`src/rtl/instruction_fetch.sv`:
```
// Instruction fetch stage and IF/ID pipeline register for the 32-bit MIPS core.
// Holds the PC and fetches one word per cycle over a request/valid handshake.
// A one-entry skid buffer absorbs a response that lands while decode is stalled.
// A redirect issued with a response still outstanding drains that response first.
// The latched instruction is split combinationally into its MIPS fields.
//
// Ports:
//   Clk, Rst_n         clock (rising edge), synchronous active-low reset
//   IMemReq/IMemAddr   fetch request and word address (combinational from state)
//   IMemValid/IMemData response handshake and fetched word
//   Stall, Flush       hazard-unit hold and IF/ID squash
//   BranchTaken/Target redirect pulse and target (bits [1:0] forced to 0)
//   Valid, Instruction, PCPlus4   IF/ID register outputs
//   Opcode..JumpIndex  combinational slices of Instruction
module instruction_fetch #(
  parameter logic [31:0] RESET_PC = 32'h0000_0000
) (
  input  logic        Clk,
  input  logic        Rst_n,
  output logic        IMemReq,
  output logic [31:0] IMemAddr,
  input  logic        IMemValid,
  input  logic [31:0] IMemData,
  input  logic        Stall,
  input  logic        Flush,
  input  logic        BranchTaken,
  input  logic [31:0] BranchTarget,
  output logic        Valid,
  output logic [31:0] Instruction,
  output logic [31:0] PCPlus4,
  output logic [5:0]  Opcode,
  output logic [4:0]  Rs,
  output logic [4:0]  Rt,
  output logic [4:0]  Rd,
  output logic [4:0]  Shamt,
  output logic [5:0]  Funct,
  output logic [15:0] Imm16,
  output logic [25:0] JumpIndex
);

  localparam int unsigned XLEN = 32;

  typedef enum logic [1:0] {
    S_FETCH    = 2'd0,
    S_BUFFERED = 2'd1,
    S_DRAIN    = 2'd2
  } state_e;

  state_e            r_state;
  state_e            w_state_nxt;
  logic [XLEN-1:0]   r_pc;
  logic [XLEN-1:0]   r_addr_hold;
  logic [XLEN-1:0]   r_skid_data;
  logic [XLEN-1:0]   r_skid_pc4;
  logic              r_valid;
  logic [XLEN-1:0]   r_instr;
  logic [XLEN-1:0]   r_pc4;
  logic [XLEN-1:0]   w_pc_inc;
  logic [XLEN-1:0]   w_target;

  // Wraps modulo 2^32 naturally.
  assign w_pc_inc = r_pc + XLEN'(4);
  // Word-align the redirect target.
  assign w_target = BranchTarget & ~XLEN'(3);

  // State register.
  always_ff @(posedge Clk) begin
    if (!Rst_n) r_state <= S_FETCH;
    else        r_state <= w_state_nxt;
  end

  // Next-state logic; a redirect takes priority over stall and data movement.
  always_comb begin
    w_state_nxt = r_state;
    case (r_state)
      S_FETCH: begin
        if (BranchTaken)             w_state_nxt = IMemValid ? S_FETCH : S_DRAIN;
        else if (IMemValid && Stall) w_state_nxt = S_BUFFERED;
      end
      S_BUFFERED: begin
        if (BranchTaken || !Stall) w_state_nxt = S_FETCH;
      end
      S_DRAIN: begin
        if (!BranchTaken && IMemValid) w_state_nxt = S_FETCH;
      end
      default: w_state_nxt = S_FETCH;
    endcase
  end

  // Request outputs; DRAIN keeps presenting the old address until it is answered.
  always_comb begin
    IMemReq  = 1'b0;
    IMemAddr = r_pc;
    case (r_state)
      S_FETCH: IMemReq = Rst_n;
      S_DRAIN: begin
        IMemReq  = Rst_n;
        IMemAddr = r_addr_hold;
      end
      default: IMemReq = 1'b0;
    endcase
  end

  // PC, skid buffer and IF/ID datapath.
  always_ff @(posedge Clk) begin
    if (!Rst_n) begin
      r_pc        <= RESET_PC;
      r_addr_hold <= RESET_PC;
      r_skid_data <= '0;
      r_skid_pc4  <= '0;
      r_valid     <= 1'b0;
      r_instr     <= '0;
      r_pc4       <= '0;
    end else if (BranchTaken) begin
      r_pc        <= w_target;
      r_valid     <= 1'b0;
      r_skid_data <= '0;
      r_skid_pc4  <= '0;
      // Remember the unanswered address so DRAIN can keep the request stable.
      if (r_state == S_FETCH && !IMemValid) r_addr_hold <= r_pc;
    end else begin
      case (r_state)
        S_FETCH: begin
          if (IMemValid) begin
            if (!Stall) begin
              r_valid <= 1'b1;
              r_instr <= IMemData;
              r_pc4   <= w_pc_inc;
              r_pc    <= w_pc_inc;
            end else begin
              r_skid_data <= IMemData;
              r_skid_pc4  <= w_pc_inc;
            end
          end else if (!Stall) begin
            r_valid <= 1'b0;
          end
        end
        S_BUFFERED: begin
          if (!Stall) begin
            r_valid <= 1'b1;
            r_instr <= r_skid_data;
            r_pc4   <= r_skid_pc4;
            r_pc    <= w_pc_inc;
          end
        end
        S_DRAIN: r_valid <= 1'b0;
        default: r_valid <= 1'b0;
      endcase
      // Flush squashes the slot regardless of stall; later assignment wins.
      if (Flush) r_valid <= 1'b0;
    end
  end

  assign Valid       = r_valid;
  assign Instruction = r_instr;
  assign PCPlus4     = r_pc4;

  assign Opcode    = r_instr[31:26];
  assign Rs        = r_instr[25:21];
  assign Rt        = r_instr[20:16];
  assign Rd        = r_instr[15:11];
  assign Shamt     = r_instr[10:6];
  assign Funct     = r_instr[5:0];
  assign Imm16     = r_instr[15:0];
  assign JumpIndex = r_instr[25:0];

endmodule

```
`config.mk`:
```
export PLATFORM = sky130hd
export DESIGN_NAME = instruction_fetch
export DESIGN_NICKNAME = d
export VERILOG_FILES = /design/src/rtl/instruction_fetch.sv
export SDC_FILE = /design/constraint.sdc
export NUM_CORES = 1
export LEC_CHECK = 0
export BUFFER_PORTS_ARGS = -buffer_cell sky130_fd_sc_hd__buf_4
export CORE_MARGIN = 5
export CORE_UTILIZATION = 53
export CTS_BUF_LIST = sky130_fd_sc_hd__clkbuf_4 sky130_fd_sc_hd__clkbuf_8 sky130_fd_sc_hd__clkbuf_16
export DETAILED_ROUTE_END_ITERATION = 16
export HOLD_SLACK_MARGIN = 0.05
export PLACE_DENSITY = 0.87
export SYNTH_ARGS = -nofsm -noshare
export SYNTH_HDL_FRONTEND = slang
export SYNTH_SLANG_ARGS = --single-unit
```
`constraint.sdc`:
```
create_clock -name Clk -period 2.5 [get_ports Clk]
set_input_delay 0.375 -clock Clk [delete_from_list [all_inputs] [get_ports Clk]]
set_output_delay 0.375 -clock Clk [all_outputs]
set_load 0.01 [all_outputs]
```
==> run metrics <==
Core Footprint=roughly 17000 µm²; sequential element share of the synthesized area=41.31%; Highest Clock Rate=roughly 420 MHz; multi-input logic area=4297 µm²; most frequent cells in the layout=buf_4 (258), nand2_1 (225), dfxtp_1 (187); r2r startpoint=r_pc[2]; post-CTS sizing=0; DP Wirelength=17.62 mm; CP startpoint kind=flop; Syn. warnings=0; Synth Instances=1134; Setup CP Type=reg2out; Fin. Hold Viols=0; vias per cell=approximately 5.7; DRT Wirelength=roughly 26 mm; hold path cells=2; Die Span Y=140.8 µm; CP required=2.12 ns; Ports=between 200 and 250; number of enable-type register cells in the synthesized netlist=0; H-tree levels=4; VDD IR max=491.6 µV; placed cell count=about 1400; Synth Area in XOR/XNOR=5.219%; CTS max path bufs=2; outcome=complete, no violations; post-synthesis simple-gate area fraction=21.29%; Slew Viols, Final=0; maxcap violations=0; total power=about 7.1 mW; grt ovf=0; hold crit path type=in2reg; IO Port Bufs=235; mapped cell area=9062 µm²; insertion delay to the later sink of the worst-skew pair=0.43 ns; Post-synth top flop=dfxtp_1; final net count=between 1000 and 1500; CP Max Fanout=30; worst hold start=Flush; Synth top area share=41.31%; Synth area leaders=dfxtp_1 (41%), nand2_1 (9.4%), buf_4 (6.9%); initial antenna violation count=0; cts hold-fix bufs=0; first-pass GRT wire length=between 40 and 50 mm; drt wl/cell=roughly 17 µm; Worst Skew=0.008182 ns; DR iter-0 viols=630; Post-CTS Setup Bufs=0; main combinational cell family by area after synthesis=simple AND/OR/NAND/NOR gates; Leak Pwr=4.338 nW; via count=8355; Mean Syn Cell Area=7.992 µm²; diodes inserted=0; number of global-route vias before repair=about 7800; DRC errors left=0; Area Overhead vs Synth=21.12%; Post-Layout Cell Count=1467; Worst Hold End=Valid; Final Cycle Share=a little over nine tenths; minimum clock period=about 2.4 ns; worst r2r path cells=6; Die ar.=19810 µm²; Worst Path Arrival=2.01 ns; multiplexer area fraction after synthesis=3.949%; capturing point of the worst reg2reg path=r_pc[22]; Seq cells post-synth=187; CTS sink cnt=approximately 190; RSZ-0062 raised after global routing=false; share of cells above drive strength 1=27.91%; Worst Max-Slew Pin Slew=0.5999 ns; TritonCTS clock tree=done; Unique masters post-synth=54; most common cell after layout, fill and taps aside=buf_4; Num CTS Buffers=17; CTS root buffer=clkbuf_16; clock-pin slew on the worst setup and hold paths=~0.07 ns; starting density of the core=between 50% and 60%; asr flop ratio synth=0%; crit path capture type=output pin; Die W=140.8 µm; FILL cells=between 1000 and 1500; Synth Area in Compound Gates=16.39%; final setup vio count=0; register area=between 3000 and 4000 µm²; cell row count=between 40 and 50; PD cells=642.6 nW/µm²; gr usage total=24.81%; DR pass1 iterations=5; area leader, netlist=dfxtp_1; Antenna Nets Post-Route=0; post-layout util=about two thirds; adder-cell share of the synthesized area=0.1381%; gp weighted congestion=~0.87; TNS Setup=0 ns; reg-to-reg setup timing slack=between 0.2 and 0.25 ns; Rel. slew slack=about three fifths; pin count of the biggest net entering global routing=86
logic make-up (layout without fill, tap and decap cells):
family,Yosys count,in the layout
XOR/XNOR,54,54
buffers and inverters,192,302
flip-flops,187,187
other,1,4
adder cells (fa/ha/maj),1,1
AND/OR/NAND/NOR,425,425
AO/OA/AOI/OAI,242,242
multiplexers,32,32
flip-flops by register name (all words and copies together), names as in the netlist:
signal       cells
Valid            1
r_pc            30
r_skid_pc4      30
Instruction     32
r_state          2
PCPlus4         30
r_skid_data     32
r_addr_hold     30
worst max-delay path by stage:
stage	start	end	slack (ns)	cells past startpoint
2_1_floorplan	r_pc[2]	r_pc[21]	0.64	7
3_3_place_gp	r_pc[2]	PCPlus4[20]	0.42	6
3_5_place_dp	r_pc[2]	r_pc[22]	0.35	6
4_1_cts	r_state[0]	IMemAddr[31]	0.12	4
5_1_grt	r_state[0]	IMemAddr[31]	0.06	4
6_report	r_state[0]	IMemAddr[31]	0.11	4
through the flow:
| step | hold WS [ns] | instance area (µm²) | setup WS (ns) |
|---|---|---|---|
| floorplan | 0.4338 | 9074 | 0.6388 |
| global placement | 0.4385 | 10350 | 0.4235 |
| detailed placement | 0.4449 | 10350 | 0.3519 |
| CTS | 0.1101 | 10980 | 0.1183 |
| global route | 0.1148 | 10980 | 0.06239 |
| finish | 0.1271 | 10980 | 0.1148 |
layer usage:
layer / part of all wire, % / GRT usage [%] / vias to the layer above
met1: 39 / 29.88 / 3866
met4: 2.8 / 10.35 / 0
li1: - / - / 3996
met5: 0 / 0 / -
met2: 48 / 42.31 / 432
met3: 9.5 / 6.129 / 61
critical path: stages, from the launching register on:
cell and delay, ns:
dfxtp_1 0.44, nand2b_1 0.13, buf_4 0.39, mux2_2 0.44, buf_4 0.16
report_power, final:
| group | internal (mW) | total [mW] | switching, mW |
|---|---|---|---|
| Combinational | 0.441 | 0.961 | 0.520 |
| Clock | 1.68 | 2.86 | 1.18 |
| Sequential | 3.10 | 3.24 | 0.139 |
| Total | 5.22 | 7.05 | 1.84 |
area by class of cell:
class | instances | share of cell area [%]
Tap cell | 220 | 2.508
Sequential cell | 187 | 34.10
Inverter | 9 | 0.3078
Multi-Input combinational cell | 758 | 39.14
Clock inverter | 11 | 1.425
Clock buffer | 21 | 4.320
Timing Repair Buffer | 261 | 18.19
Yosys cell counts (all sizes together) (2+ instances only):
library cell / n
nand2: 227
dfxtp: 187
a21oi: 112
buf: 104
nor2: 89
clkbuf: 79
o21ai: 41
xnor2: 37
a311oi: 34
mux2: 30
a211oi: 23
nand3: 23
nor3: 19
xor2: 17
nand4: 16
nor4: 12
and3: 11
inv: 9
o22ai: 8
a31oi: 7
and4: 7
nand2b: 6
or3: 5
or4: 5
a31o: 3
and2: 3
o211ai: 3
a32o: 2
mux2i: 2
o221ai: 2
o31a: 2
(Power assumes the default switching activity.)
